===== config.mk =====
export PLATFORM = sky130hd
export DESIGN_NAME = load_queue_superscalar
export DESIGN_NICKNAME = d
export VERILOG_FILES = /design/src/rtl/lsu_pkg.sv /design/src/rtl/ldq_oldest_select.sv /design/src/rtl/load_queue_superscalar.sv
export SDC_FILE = /design/constraint.sdc
export NUM_CORES = 2
export LEC_CHECK = 0
export ABC_AREA = 1
export CORE_MARGIN = 3
export CORE_UTILIZATION = 45
export CTS_CLUSTER_SIZE = 30
export DETAILED_ROUTE_END_ITERATION = 8
export PLACE_DENSITY = 0.68
export RECOVER_POWER = 50
export SYNTH_ARGS = -nofsm -noshare
export SYNTH_HDL_FRONTEND = slang
export SYNTH_SLANG_ARGS = --single-unit

===== constraint.sdc =====
create_clock -name clk -period 5.2 [get_ports clk]
set_input_delay 0.52 -clock clk [delete_from_list [all_inputs] [get_ports clk]]
set_output_delay 0.52 -clock clk [all_outputs]
set_load 0.01 [all_outputs]

===== src/rtl/lsu_pkg.sv =====
// ---------------------------------------------------------------------------
// lsu_pkg
// Shared types and helpers for the load queue.
//   - LSU_* localparams: default widths. ldq_entry_t is sized by these, so the
//     queue's XLEN / ROB_TAG_WIDTH / STQ_TAG_WIDTH / LDQ_SIZE parameters must
//     keep these values.
//   - ldq_state_e : per-entry lifecycle state.
//   - ldq_entry_t : per-entry payload.
//   - ldq_tag_in_window : tests tag membership in [base, limit) with wrap.
//   - sat_add32   : 32-bit saturating add for the optional event counters.
// ---------------------------------------------------------------------------
package lsu_pkg;

    localparam int LSU_XLEN       = 32;
    localparam int LSU_ROB_TAG_W  = 6;
    localparam int LSU_LDQ_SIZE   = 16;
    localparam int LSU_LDQ_IDX_W  = $clog2(LSU_LDQ_SIZE);
    localparam int LSU_LDQ_TAG_W  = LSU_LDQ_IDX_W + 1;
    localparam int LSU_STQ_TAG_W  = 5;

    typedef enum logic [2:0] {
        LDQ_FREE      = 3'd0,
        LDQ_WAIT_ADDR = 3'd1,
        LDQ_READY     = 3'd2,
        LDQ_ISSUED    = 3'd3,
        LDQ_SLEEP     = 3'd4,
        LDQ_EXECUTED  = 3'd5,
        LDQ_DONE      = 3'd6,
        LDQ_COMMITTED = 3'd7
    } ldq_state_e;

    typedef struct packed {
        ldq_state_e                state;
        logic [LSU_XLEN-1:0]       address;
        logic [LSU_ROB_TAG_W-1:0]  rob_tag;
        logic [LSU_STQ_TAG_W-1:0]  stq_tail;
        logic [LSU_ROB_TAG_W-1:0]  sleep_rob_tag;
        logic                      forwarded;
        logic                      order_fail;
    } ldq_entry_t;

    // True when tag lies in the half-open window [base, limit), measured as
    // distance from base so the wrap bit is handled naturally.
    function automatic logic ldq_tag_in_window(
        input logic [LSU_LDQ_TAG_W-1:0] tag,
        input logic [LSU_LDQ_TAG_W-1:0] base,
        input logic [LSU_LDQ_TAG_W-1:0] limit
    );
        logic [LSU_LDQ_TAG_W-1:0] dist_tag;
        logic [LSU_LDQ_TAG_W-1:0] dist_lim;
        dist_tag = tag - base;
        dist_lim = limit - base;
        return dist_tag < dist_lim;
    endfunction

    function automatic logic [31:0] sat_add32(
        input logic [31:0] a,
        input logic [31:0] b
    );
        logic [32:0] sum;
        sum = {1'b0, a} + {1'b0, b};
        return sum[32] ? 32'hFFFF_FFFF : sum[31:0];
    endfunction

endpackage


===== src/rtl/ldq_oldest_select.sv =====
// ---------------------------------------------------------------------------
// ldq_oldest_select
// Rotate-by-head priority encoder: returns the first set bit of match_i
// scanning upward from head_i with wrap, i.e. the oldest matching entry.
// Ports:
//   match_i  [N]      candidate mask indexed by entry
//   head_i   [IDX_W]  index of the oldest entry
//   found_o           at least one candidate
//   index_o  [IDX_W]  entry index of the oldest candidate
//   offset_o [IDX_W]  its distance from head_i
// ---------------------------------------------------------------------------
module ldq_oldest_select #(
    parameter int N     = 16,
    parameter int IDX_W = 4
) (
    input  logic [N-1:0]     match_i,
    input  logic [IDX_W-1:0] head_i,
    output logic             found_o,
    output logic [IDX_W-1:0] index_o,
    output logic [IDX_W-1:0] offset_o
);

    logic [N-1:0] rotated;

    // rotated[k] is the entry k positions younger than head; N is a power of
    // two so the IDX_W-bit sum wraps exactly at the end of the queue.
    for (genvar gi = 0; gi < N; gi++) begin : g_rot
        logic [IDX_W-1:0] src;
        assign src         = head_i + IDX_W'(gi);
        assign rotated[gi] = match_i[src];
    end

    always_comb begin
        found_o  = 1'b0;
        offset_o = '0;
        for (int k = N - 1; k >= 0; k--) begin
            if (rotated[k]) begin
                found_o  = 1'b1;
                offset_o = IDX_W'(k);
            end
        end
    end

    assign index_o = head_i + offset_o;

endmodule


===== src/rtl/load_queue_superscalar.sv =====
// ---------------------------------------------------------------------------
// load_queue_superscalar
// Load queue with extended head/tail pointers (MSB = wrap bit). Allocates up
// to ALLOC_WIDTH loads per cycle, issues the oldest address-ready load over a
// valid/ready handshake, and retires up to RETIRE_WIDTH committed loads per
// cycle from the head.
//
// Optional feature macro: LDQ_PERF_CNT_EN adds saturating 32-bit counters
// perf_retired_o, perf_sleeps_o, perf_forwards_o, perf_order_fails_o.
//
// Ports:
//   clk, rst_n                      clock, asynchronous active-low reset
//   alloc_*_i / alloc_ready_o       dispatch allocation, tags in alloc_ldq_tag_o
//   agu_*_i                         address write, entry WAIT_ADDR -> READY
//   issue_*_o / issue_ready_i       oldest READY entry, handshake -> ISSUED
//   fire_result_*_i                 searcher verdict: SLEEP / EXECUTED / DONE
//   cdb_active_i, cdb_tag_i         wakes SLEEP entries waiting on the tag
//   load_succeeded_*_i              cache data returned -> DONE
//   commit_valid_i/commit_ldq_tag_i ROB commit -> COMMITTED
//   order_failures_i                sticky per-entry order-failure set
//   flush_i, flush_ldq_tail_i       drop [flush_ldq_tail_i, tail)
//   head_o, tail_o, free_count_o, ldq_order_fail_o, empty_o, full_o  status
// ---------------------------------------------------------------------------
module load_queue_superscalar
    import lsu_pkg::*;
#(
    parameter int XLEN          = LSU_XLEN,
    parameter int ROB_TAG_WIDTH = LSU_ROB_TAG_W,
    parameter int LDQ_SIZE      = LSU_LDQ_SIZE,
    parameter int LDQ_TAG_WIDTH = $clog2(LDQ_SIZE) + 1,
    parameter int STQ_TAG_WIDTH = LSU_STQ_TAG_W,
    parameter int ALLOC_WIDTH   = 2,
    parameter int RETIRE_WIDTH  = 2
) (
    input  logic                                   clk,
    input  logic                                   rst_n,
    input  logic [ALLOC_WIDTH-1:0]                 alloc_valid_i,
    input  logic [ALLOC_WIDTH*ROB_TAG_WIDTH-1:0]   alloc_rob_tag_i,
    input  logic [ALLOC_WIDTH*STQ_TAG_WIDTH-1:0]   alloc_stq_tail_i,
    output logic                                   alloc_ready_o,
    output logic [ALLOC_WIDTH*LDQ_TAG_WIDTH-1:0]   alloc_ldq_tag_o,
    input  logic                                   agu_valid_i,
    input  logic [LDQ_TAG_WIDTH-1:0]               agu_ldq_tag_i,
    input  logic [XLEN-1:0]                        agu_address_i,
    output logic                                   issue_valid_o,
    output logic [LDQ_TAG_WIDTH-1:0]               issue_ldq_tag_o,
    output logic [XLEN-1:0]                        issue_address_o,
    input  logic                                   issue_ready_i,
    input  logic                                   fire_result_valid_i,
    input  logic [LDQ_TAG_WIDTH-1:0]               fire_result_tag_i,
    input  logic                                   fire_result_sleep_i,
    input  logic [ROB_TAG_WIDTH-1:0]               fire_result_sleep_rob_tag_i,
    input  logic                                   fire_result_forward_i,
    input  logic                                   cdb_active_i,
    input  logic [ROB_TAG_WIDTH-1:0]               cdb_tag_i,
    input  logic                                   load_succeeded_i,
    input  logic [LDQ_TAG_WIDTH-1:0]               load_succeeded_tag_i,
    input  logic [RETIRE_WIDTH-1:0]                commit_valid_i,
    input  logic [RETIRE_WIDTH*LDQ_TAG_WIDTH-1:0]  commit_ldq_tag_i,
    input  logic [LDQ_SIZE-1:0]                    order_failures_i,
    input  logic                                   flush_i,
    input  logic [LDQ_TAG_WIDTH-1:0]               flush_ldq_tail_i,
    output logic [LDQ_TAG_WIDTH-1:0]               head_o,
    output logic [LDQ_TAG_WIDTH-1:0]               tail_o,
    output logic [LDQ_TAG_WIDTH-1:0]               free_count_o,
    output logic [LDQ_SIZE-1:0]                    ldq_order_fail_o,
    output logic                                   empty_o,
    output logic                                   full_o
`ifdef LDQ_PERF_CNT_EN
    ,
    output logic [31:0]                            perf_retired_o,
    output logic [31:0]                            perf_sleeps_o,
    output logic [31:0]                            perf_forwards_o,
    output logic [31:0]                            perf_order_fails_o
`endif
);

    localparam int IDX_W = LDQ_TAG_WIDTH - 1;

    ldq_entry_t entries_q [LDQ_SIZE];
    ldq_entry_t entries_d [LDQ_SIZE];

    logic [LDQ_TAG_WIDTH-1:0] head_q, head_d;
    logic [LDQ_TAG_WIDTH-1:0] tail_q, tail_d;
    logic [LDQ_TAG_WIDTH-1:0] occupancy;
    logic [LDQ_TAG_WIDTH-1:0] alloc_count;
    logic [LDQ_TAG_WIDTH-1:0] retire_cnt;
    logic                     alloc_fire;

    logic [LDQ_SIZE-1:0] ready_mask;
    logic [LDQ_SIZE-1:0] retire_mask;
    logic [LDQ_SIZE-1:0] flush_mask;

    logic             sel_found;
    logic [IDX_W-1:0] sel_index;
    logic [IDX_W-1:0] sel_offset;
    logic             issue_fire;

    logic [IDX_W-1:0] agu_idx;
    logic [IDX_W-1:0] fire_idx;
    logic [IDX_W-1:0] succ_idx;
    logic             fire_ok;
    logic             fire_wake_now;

    // ------------------------------------------------------------------
    // Pointer status
    // ------------------------------------------------------------------
    assign occupancy     = tail_q - head_q;
    assign free_count_o  = LDQ_TAG_WIDTH'(LDQ_SIZE) - occupancy;
    assign alloc_ready_o = free_count_o >= LDQ_TAG_WIDTH'(ALLOC_WIDTH);
    assign alloc_fire    = alloc_ready_o && !flush_i;
    assign head_o        = head_q;
    assign tail_o        = tail_q;
    assign empty_o       = (tail_q == head_q);
    assign full_o        = (tail_q[IDX_W-1:0] == head_q[IDX_W-1:0]) &&
                           (tail_q[IDX_W] != head_q[IDX_W]);

    for (genvar gi = 0; gi < ALLOC_WIDTH; gi++) begin : g_alloc_tag
        assign alloc_ldq_tag_o[gi*LDQ_TAG_WIDTH +: LDQ_TAG_WIDTH] =
            tail_q + LDQ_TAG_WIDTH'(gi);
    end

    always_comb begin
        alloc_count = '0;
        for (int k = 0; k < ALLOC_WIDTH; k++) begin
            alloc_count = alloc_count + LDQ_TAG_WIDTH'(alloc_valid_i[k]);
        end
    end

    // ------------------------------------------------------------------
    // Per-entry masks: issue candidates, order flags, flush window
    // ------------------------------------------------------------------
    for (genvar gi = 0; gi < LDQ_SIZE; gi++) begin : g_entry
        logic [IDX_W-1:0]         off;
        logic [LDQ_TAG_WIDTH-1:0] etag;
        assign ready_mask[gi]       = (entries_q[gi].state == LDQ_READY);
        assign ldq_order_fail_o[gi] = entries_q[gi].order_fail;
        // Reconstruct the full tag (with wrap bit) of this slot from head.
        assign off            = IDX_W'(gi) - head_q[IDX_W-1:0];
        assign etag           = head_q + {1'b0, off};
        assign flush_mask[gi] = flush_i &&
                                ldq_tag_in_window(etag, flush_ldq_tail_i, tail_q);
    end

    // ------------------------------------------------------------------
    // Issue select
    // ------------------------------------------------------------------
    ldq_oldest_select #(
        .N     (LDQ_SIZE),
        .IDX_W (IDX_W)
    ) u_select (
        .match_i  (ready_mask),
        .head_i   (head_q[IDX_W-1:0]),
        .found_o  (sel_found),
        .index_o  (sel_index),
        .offset_o (sel_offset)
    );

    assign issue_valid_o   = sel_found;
    assign issue_ldq_tag_o = head_q + {1'b0, sel_offset};
    assign issue_address_o = entries_q[sel_index].address;
    assign issue_fire      = sel_found && issue_ready_i;

    // ------------------------------------------------------------------
    // Retire: contiguous COMMITTED run from head, looked up in the
    // registered state so a commit retires one cycle later at the earliest.
    // ------------------------------------------------------------------
    always_comb begin
        logic             run_open;
        logic [IDX_W-1:0] ridx;
        retire_cnt  = '0;
        retire_mask = '0;
        run_open    = 1'b1;
        ridx        = '0;
        for (int k = 0; k < RETIRE_WIDTH; k++) begin
            ridx = head_q[IDX_W-1:0] + IDX_W'(k);
            if (run_open && (LDQ_TAG_WIDTH'(k) < occupancy) &&
                (entries_q[ridx].state == LDQ_COMMITTED)) begin
                retire_mask[ridx] = 1'b1;
                retire_cnt        = retire_cnt + 1'b1;
            end else begin
                run_open = 1'b0;
            end
        end
    end

    // ------------------------------------------------------------------
    // Entry next-state. Event conditions look at entries_q; later writes
    // override earlier ones, and flush is applied last so it wins.
    // ------------------------------------------------------------------
    assign agu_idx       = agu_ldq_tag_i[IDX_W-1:0];
    assign fire_idx      = fire_result_tag_i[IDX_W-1:0];
    assign succ_idx      = load_succeeded_tag_i[IDX_W-1:0];
    assign fire_ok       = fire_result_valid_i &&
                           (entries_q[fire_idx].state == LDQ_ISSUED);
    assign fire_wake_now = cdb_active_i && (cdb_tag_i == fire_result_sleep_rob_tag_i);

    always_comb begin
        logic [IDX_W-1:0] cidx;
        logic [IDX_W-1:0] aidx;
        cidx = '0;
        aidx = '0;
        for (int i = 0; i < LDQ_SIZE; i++) begin
            entries_d[i] = entries_q[i];
        end

        if (agu_valid_i && (entries_q[agu_idx].state == LDQ_WAIT_ADDR)) begin
            entries_d[agu_idx].address = agu_address_i;
            entries_d[agu_idx].state   = LDQ_READY;
        end

        if (issue_fire) begin
            entries_d[sel_index].state = LDQ_ISSUED;
        end

        // A sleep verdict means the store data is missing, so it outranks
        // a forward indication on the same verdict.
        if (fire_ok) begin
            if (fire_result_sleep_i) begin
                entries_d[fire_idx].sleep_rob_tag = fire_result_sleep_rob_tag_i;
                entries_d[fire_idx].state = fire_wake_now ? LDQ_READY : LDQ_SLEEP;
            end else if (fire_result_forward_i) begin
                entries_d[fire_idx].forwarded = 1'b1;
                entries_d[fire_idx].state     = LDQ_DONE;
            end else begin
                entries_d[fire_idx].state = LDQ_EXECUTED;
            end
        end

        for (int i = 0; i < LDQ_SIZE; i++) begin
            if (cdb_active_i && (entries_q[i].state == LDQ_SLEEP) &&
                (cdb_tag_i == entries_q[i].sleep_rob_tag)) begin
                entries_d[i].state = LDQ_READY;
            end
        end

        if (load_succeeded_i && ((entries_q[succ_idx].state == LDQ_EXECUTED) ||
                                 (entries_q[succ_idx].state == LDQ_ISSUED))) begin
            entries_d[succ_idx].state = LDQ_DONE;
        end

        // The ROB commits in order and only completed loads; it is the
        // authority here, so any live entry may be marked committed.
        for (int k = 0; k < RETIRE_WIDTH; k++) begin
            cidx = commit_ldq_tag_i[k*LDQ_TAG_WIDTH +: IDX_W];
            if (commit_valid_i[k] && (entries_q[cidx].state != LDQ_FREE)) begin
                entries_d[cidx].state = LDQ_COMMITTED;
            end
        end

        for (int i = 0; i < LDQ_SIZE; i++) begin
            if (order_failures_i[i] && (entries_q[i].state != LDQ_FREE)) begin
                entries_d[i].order_fail = 1'b1;
            end
        end

        if (alloc_fire) begin
            for (int k = 0; k < ALLOC_WIDTH; k++) begin
                aidx = tail_q[IDX_W-1:0] + IDX_W'(k);
                if (alloc_valid_i[k]) begin
                    entries_d[aidx]          = '0;
                    entries_d[aidx].state    = LDQ_WAIT_ADDR;
                    entries_d[aidx].rob_tag  = alloc_rob_tag_i[k*ROB_TAG_WIDTH +: ROB_TAG_WIDTH];
                    entries_d[aidx].stq_tail = alloc_stq_tail_i[k*STQ_TAG_WIDTH +: STQ_TAG_WIDTH];
                end
            end
        end

        for (int i = 0; i < LDQ_SIZE; i++) begin
            if (retire_mask[i] || flush_mask[i]) begin
                entries_d[i] = '0;
            end
        end
    end

    assign head_d = head_q + retire_cnt;
    assign tail_d = flush_i    ? flush_ldq_tail_i :
                    alloc_fire ? tail_q + alloc_count : tail_q;

    always_ff @(posedge clk or negedge rst_n) begin
        if (!rst_n) begin
            head_q <= '0;
            tail_q <= '0;
            for (int i = 0; i < LDQ_SIZE; i++) begin
                entries_q[i] <= '0;
            end
        end else begin
            head_q <= head_d;
            tail_q <= tail_d;
            for (int i = 0; i < LDQ_SIZE; i++) begin
                entries_q[i] <= entries_d[i];
            end
        end
    end

    // Payload the downstream searcher consumes, plus tag wrap bits that
    // only the index is needed from; gathered so they are visibly accounted.
    logic unused_bits;
    always_comb begin
        unused_bits = agu_ldq_tag_i[IDX_W] ^ fire_result_tag_i[IDX_W] ^
                      load_succeeded_tag_i[IDX_W];
        for (int k = 0; k < RETIRE_WIDTH; k++) begin
            unused_bits = unused_bits ^ commit_ldq_tag_i[k*LDQ_TAG_WIDTH + IDX_W];
        end
        for (int i = 0; i < LDQ_SIZE; i++) begin
            unused_bits = unused_bits ^ (^entries_q[i].rob_tag) ^
                          (^entries_q[i].stq_tail) ^ entries_q[i].forwarded;
        end
    end

`ifdef LDQ_PERF_CNT_EN
    logic [31:0] perf_retired_q, perf_sleeps_q, perf_forwards_q, perf_order_fails_q;
    logic [31:0] new_order_fails;

    // Count only flags that actually transition from clear to set.
    always_comb begin
        new_order_fails = '0;
        for (int i = 0; i < LDQ_SIZE; i++) begin
            if (order_failures_i[i] && (entries_q[i].state != LDQ_FREE) &&
                !entries_q[i].order_fail) begin
                new_order_fails = new_order_fails + 32'd1;
            end
        end
    end

    always_ff @(posedge clk or negedge rst_n) begin
        if (!rst_n) begin
            perf_retired_q     <= '0;
            perf_sleeps_q      <= '0;
            perf_forwards_q    <= '0;
            perf_order_fails_q <= '0;
        end else begin
            perf_retired_q     <= sat_add32(perf_retired_q, 32'(retire_cnt));
            perf_sleeps_q      <= sat_add32(perf_sleeps_q,
                                            32'(fire_ok && fire_result_sleep_i));
            perf_forwards_q    <= sat_add32(perf_forwards_q,
                                            32'(fire_ok && !fire_result_sleep_i &&
                                                fire_result_forward_i));
            perf_order_fails_q <= sat_add32(perf_order_fails_q, new_order_fails);
        end
    end

    assign perf_retired_o     = perf_retired_q;
    assign perf_sleeps_o      = perf_sleeps_q;
    assign perf_forwards_o    = perf_forwards_q;
    assign perf_order_fails_o = perf_order_fails_q;
`endif

endmodule


# Word level (Yosys, flattened, before mapping)
# Cells that the tools add are included.
# word_totals
ff_bits	874
latch_bits	0
ram_bits	0
rom_bits	0
inputBits	126
out_inout_bits	82
memories	0
# op_classes
add_sub_neg	74
multipliers	0
div	0
n_lt_le_gt_ge	55
n_eq_ne	58
n_shift	0
mux	211
bitwise_logic	15
reduce_logical	123
# op_table
cell	count
864-bit bitwise mux	17
864-bit 2-to-1 mux	12
54-bit demux with 4-bit select	17
54-bit 2-to-1 mux	40
864-bit AND	2
54-bit binary-select mux with 4-bit select	8
864-bit inverter	2
51-bit 2-to-1 mux	3
6-bit == test	17
5-bit subtractor	18
1-bit logical AND	86
5-bit by 4-bit adder with 5-bit output	17
4-bit by 5-bit < comparator with 1-bit output (second input constant)	16
5-bit < comparator	16
1-bit binary-select mux with 4-bit select	16
4-bit 2-to-1 mux	16
3-bit == test (second input constant)	19
3-bit by 2-bit == test with 1-bit output (second input constant)	18
3-bit nonzero test	18
1-bit 2-to-1 mux	52
3-bit 2-to-1 mux	17
5-bit >= comparator (second input constant)	10
4-bit inverter with 5-bit output	10
5-bit by 1-bit < comparator with 1-bit output (second input constant)	8
other kinds (32)	81

# Longest topological paths before layout
# depth
ltp_word	53
mapped_depth	41

# By module
# From an unflattened synthesis, not the netlist that was laid out.
# unflattened
cells_unflattened	5581
area_unflattened_um2	43848.3
# by_module_without_submodules
module	instances	cells_per_inst	area_per_inst_um2
load_queue_superscalar	1	5337	42515.8
ldq_oldest_select	1	244	1332.5

# Worst setup path after synthesis
# No wires, ideal clock.
# synth_path
path_kind	reg-to-output
startpoint	register head_q[1] (netlist: head_o[1])
endpoint	output port issue_address_o[26]
t_arrival_ns	5.169
required_ns	4.680
path_slack_ns	-0.489
path_stages_with_launch	34
path_cell_list	dfrtp_1 > buf_2 > inv_1 > buf_2 > ha_1 > buf_2 > buf_1 > nand3_1 > nand3_1 > nand2_1 > o21ai_1 > nand2_1 > nand2_1 > nand2_1 > nand2_1 > nand2_1 > nand2_1 > nand2_1 > nand2_1 > nand2_1 > nand2_1 > nand2_1 > nand2_1 > a21oi_1 > ha_1 > fa_1 > nor2_1 > clkbuf_1 > buf_1 > buf_1 > nand2_1 > nand4_1 > nand2_1 > nand4_1
# synth_between
elab_chain_len	24
word_cells_on_any_way	68
cone_classes	add/sub (16); mux (51); bitwise (1)
# synth_lines
item	line_no	text
from (decl)	load_queue_superscalar.sv:83	logic [LDQ_TAG_WIDTH-1:0] head_q, head_d;
from (signal assigned)	load_queue_superscalar.sv:282	head_q <= '0;
from (signal assigned)	load_queue_superscalar.sv:288	head_q <= head_d;
4-bit adder	ldq_oldest_select.sv:29	assign src = head_i + IDX_W'(gi);
1-bit binary-select mux with 4-bit select	ldq_oldest_select.sv:30	assign rotated[gi] = match_i[src];
1-bit 2-to-1 mux (not written as such)	ldq_oldest_select.sv:30	
4-bit 2-to-1 mux (16 in series)	ldq_oldest_select.sv:37	if (rotated[k]) begin
4-bit adder *	ldq_oldest_select.sv:44	assign index_o = head_i + offset_o;
4-bit inverter with 5-bit output (not written as such) *	load_queue_superscalar.sv:161	assign issue_address_o = entries_q[sel_index].address;
54-bit binary-select mux with 4-bit select *	load_queue_superscalar.sv:161	
51-bit 2-to-1 mux (not written as such) * (2 in series)	load_queue_superscalar.sv:161	
to (decl)	load_queue_superscalar.sv:47	output logic [XLEN-1:0] issue_address_o,
# Mark *: on every way between the ends. The rest lies on a longest branch, timed or not. The select of a mux whose other input is x is not followed.

# Final worst setup path
# layout_path
startpoint	register head_q[0] (netlist: head_o[0])
endpoint	output port issue_address_o[11]
# The elaborated chain is that of the path after synthesis.

==> metrics.md <==
| Metric | Value |
|---|---|
| CTS H-Tree Depth | `3` |
| CP max stage cell | `fa_2` |
| CTS tree | `built` |
| Total Wirelength | `about 180000 µm` |
| First-pass GRT wire length | `265700 µm` |
| Post-synth top flop | `dfrtp_1` |
| Sequential share of the synthesized area | `approximately two fifths` |
| Core Area | `90560 µm²` |
| WHS | `approximately 0.47 ns` |
| Cell count after synthesis | `between 5000 and 6000` |
| GRT overflow | `0` |
| Port bufs | `180` |
| Ys async rst share | `100.0%` |
| Compound-gate portion of the synthesized area | `between 10% and 20%` |
| Via Count | `about 43000` |
| Synthesized Nets | `5749` |
| Critical Setup Path Class | `register to output pin` |
| GR Util met2 | `a little over half` |
| Maxcap violations | `6` |
| Starting Density | `a little under half` |
| Status | `finished, violations left` |
| Period Utilization, post-route | `108.4%` |
| Worst slew margin | `-99.95%` |
| Syn Area/Cell | `~7.5 µm²` |
| Failing checks | `max-capacitance violations, max-slew violations, negative setup slack` |
| Synthesis-stage register bit count | `~680` |
| Buffers & Inverters on Critical Path | `7` |
| Netlist cell types | `66` |
| Core Rows | `110` |
| Die X | `about 310 µm` |
| Delay of the slowest critical-path stage | `between 0.5 and 0.6 ns` |
| DRT iter0 DRCs | `around 5300` |
| Cts bufs inserted | `a little under 80` |
| Crit-path leading delay family | `adder cells` |
| Largest net degree at the start of global routing | `about 140` |
| Routability cong. | `approximately 1.1` |
| Synth Cell Area | `between 40000 and 50000 µm²` |
| Clock skew | `roughly 0.043 ns` |
| Crit-path most repeated cell | `nand2_1` |
| Ys Warns | `0` |
| Initial antenna violation count | `8` |
| Die height | `a little over 300 µm` |
| Number of synthesized flops with an enable pin | `0` |
| Clock sink total | `682` |
| Total GRT Usage | `a little under two fifths` |
| CP endpoint kind | `output pin` |
| Synth Area in XOR/XNOR | `approximately 3.2%` |
| Root buffer selected by CTS | `clkbuf_16` |
| RSZ-0062 raised after global routing | `yes` |
| Required time of the critical path | `between 4 and 5 ns` |
| Routed vias/inst | `just over 6` |
| Final worst slack | `-0.4364 ns` |
| Met3 GRT Util | `between 10% and 20%` |
| Worst-path fanout max | `11` |
| Final Hold Fails | `0` |
| Tmin final | `between 5 and 6 ns` |
| Pins Over Slew Limit | `556` |
| # DRC | `0` |
| Worst skew pair latency | `roughly 0.67 ns` |
| Vias in the first global route | `40580` |
| CP Launch Type | `register` |
| Wirelength per Cell | `roughly 26 µm` |
| Gr busiest metal | `met2` |
| CP arrival | `around 5.1 ns` |
| Hpwl dp | `121400 µm` |
| DR pass1 iterations | `6` |
| Final setup fails | `32` |
| Post-synthesis mux area share | `2.034%` |
| Synth Area in Simple Gates | `around 24%` |
| FMAX | `~0.18 GHz` |
| Tightest Pin Transition | `approximately 3.0 ns` |
| I/O pin cnt | `approximately 210` |
| Post-Route Utilization | `55.80%` |
| Worst Hold Class | `primary input to register` |
| CTS max path bufs | `3` |
| Met1 Use GR | `between 50% and 60%` |
| Die area | `95680 µm²` |
| Fin nets | `between 6000 and 7000` |
| Clock-pin slew on the worst setup and hold paths | `0.06 ns` |
| Post-Synth Adder-Cell Area | `under 10%` |
| Detail Route Antenna Nets | `0` |
| Area Overhead vs Synth | `22.06%` |
| Main combinational cell family by area after synthesis | `simple AND/OR/NAND/NOR gates` |
| Share of layout cells above drive strength 1 | `a little over an eighth` |
## per-stage QoR
step | setup WS, ns | TNS, ns | std cells | cell area, µm²
2_1_floorplan | 0.02006 | 0 | 5490 | 41460
3_3_place_gp | -0.4101 | -10.28 | 6835 | 46610
3_5_place_dp | -0.3831 | -9.400 | 6835 | 46610
4_1_cts | -0.3561 | -7.925 | 7018 | 50370
5_1_grt | -0.6427 | -37.47 | 7025 | 50530
6_report | -0.4364 | -9.093 | 7027 | 50540
## cell usage after synthesis (all sizes together), types with 4 or more instances
library cell / n / area, µm²
o2bb2ai: 16 / 140.1
xnor2: 75 / 656.9
o21a: 4 / 30.03
a2111o: 9 / 101.4
clkinv: 10 / 37.54
inv: 344 / 1291
a211oi: 20 / 150.1
a21oi: 594 / 3010
o2111ai: 13 / 120.1
or3: 4 / 25.02
nor3: 47 / 246.5
dfrtp: 682 / 17070
fa: 9 / 180.2
clkbuf: 179 / 673.1
or2: 18 / 112.6
mux2i: 83 / 830.8
nand2: 1590 / 5973
a21o: 21 / 157.7
nor4: 17 / 112.6
nand3: 197 / 1101
a22oi: 104 / 780.8
nor2: 503 / 1906
a22o: 9 / 78.83
o221ai: 6 / 52.55
a221oi: 36 / 321.6
o21bai: 17 / 127.6
xor2: 74 / 655.6
o22ai: 101 / 631.9
o211ai: 22 / 175.2
nand4: 85 / 531.8
and2: 5 / 31.28
buf: 198 / 1052
a31oi: 20 / 125.1
o31ai: 5 / 37.54
ha: 124 / 1551
o21ai: 226 / 1131
## flip-flops by register name, summed over array words and instances (netlist names)
signal	cells
head_o	5
entries_q	656
tail_o	5
ldq_order_fail_o	16
## cell families after synthesis
| group | Yosys count |
|---|---|
| buffers and inverters | 731 |
| adders and majority gates | 133 |
| and+or+nand+nor | 2474 |
| muxes | 84 |
| DFF | 682 |
| xor gates and xnor gates | 149 |
| AOI/OAI and AO/OA | 1237 |
## cells in the final DEF, fill, tap and decap left out, drive strengths merged, types with 75 or more instances in the layout
master | synthesis | routed
nand2 | 1590 | 1590
o22ai | 101 | 101
inv | 344 | 347
xnor2 | 75 | 75
clkdlybuf4s50 | 0 | 124
a21oi | 594 | 594
buf | 198 | 426
o21ai | 226 | 226
ha | 124 | 124
clkbuf | 179 | 127
nand3 | 197 | 197
nand4 | 85 | 85
nor2 | 503 | 503
a22oi | 104 | 104
mux2i | 83 | 83
dfrtp | 682 | 682
## cell type report
type,instances,area (µm²)
fill,8345,40030
tap,1176,1471
clock buffer,114,2331
multi-input combinational,4077,21930
clock inverter,30,459.2
timing repair buffer,590,5902
inverter,354,1366
antenna,4,10.01
sequential,682,17070
## path summary, 6_finish.rpt
check	start	end	slack, ns	cells after the start
max	head_o[0]$_DFF_PN0_	issue_address_o[11]	-0.44	32
min	order_failures_i[10]	ldq_order_fail_o[10]$_DFF_PN0_	0.47	3
max reg2reg	head_o[1]$_DFF_PN0_	entries_q[754]$_DFF_PN0_	0.35	17
min reg2reg	ldq_order_fail_o[10]$_DFF_PN0_	ldq_order_fail_o[10]$_DFF_PN0_	0.51	2
max in group asynchronous	rst_n	entries_q[731]$_DFF_PN0_	0.50	3
min in group asynchronous	rst_n	entries_q[308]$_DFF_PN0_	1.29	2
## timing repair
action                     4_1_cts  5_1_grt
hold buffers                     1        0
setup endpoints to repair       32       32
hold endpoints to repair        34        0
gates cloned                     9        2
setup buffers                   30        3
resized for setup              269       37
pin swaps                       58       11
## tightest hold or removal path: cells and delay by family
kind / cells / cell delay [ns]
AOI/OAI and AO/OA: 1 / 0.13
and+or+nand+nor: 1 / 0.05
buffers and inverters: 1 / 0.40
## metal layers
layer,wire [µm],vias up
li1,-,18880
met1,71780,20480
met2,76930,2748
met3,22440,644
met4,10860,8
met5,53,-
Power is not shown: default switching activity piles up to over one toggle a cycle in this logic, so the estimate is an artifact.
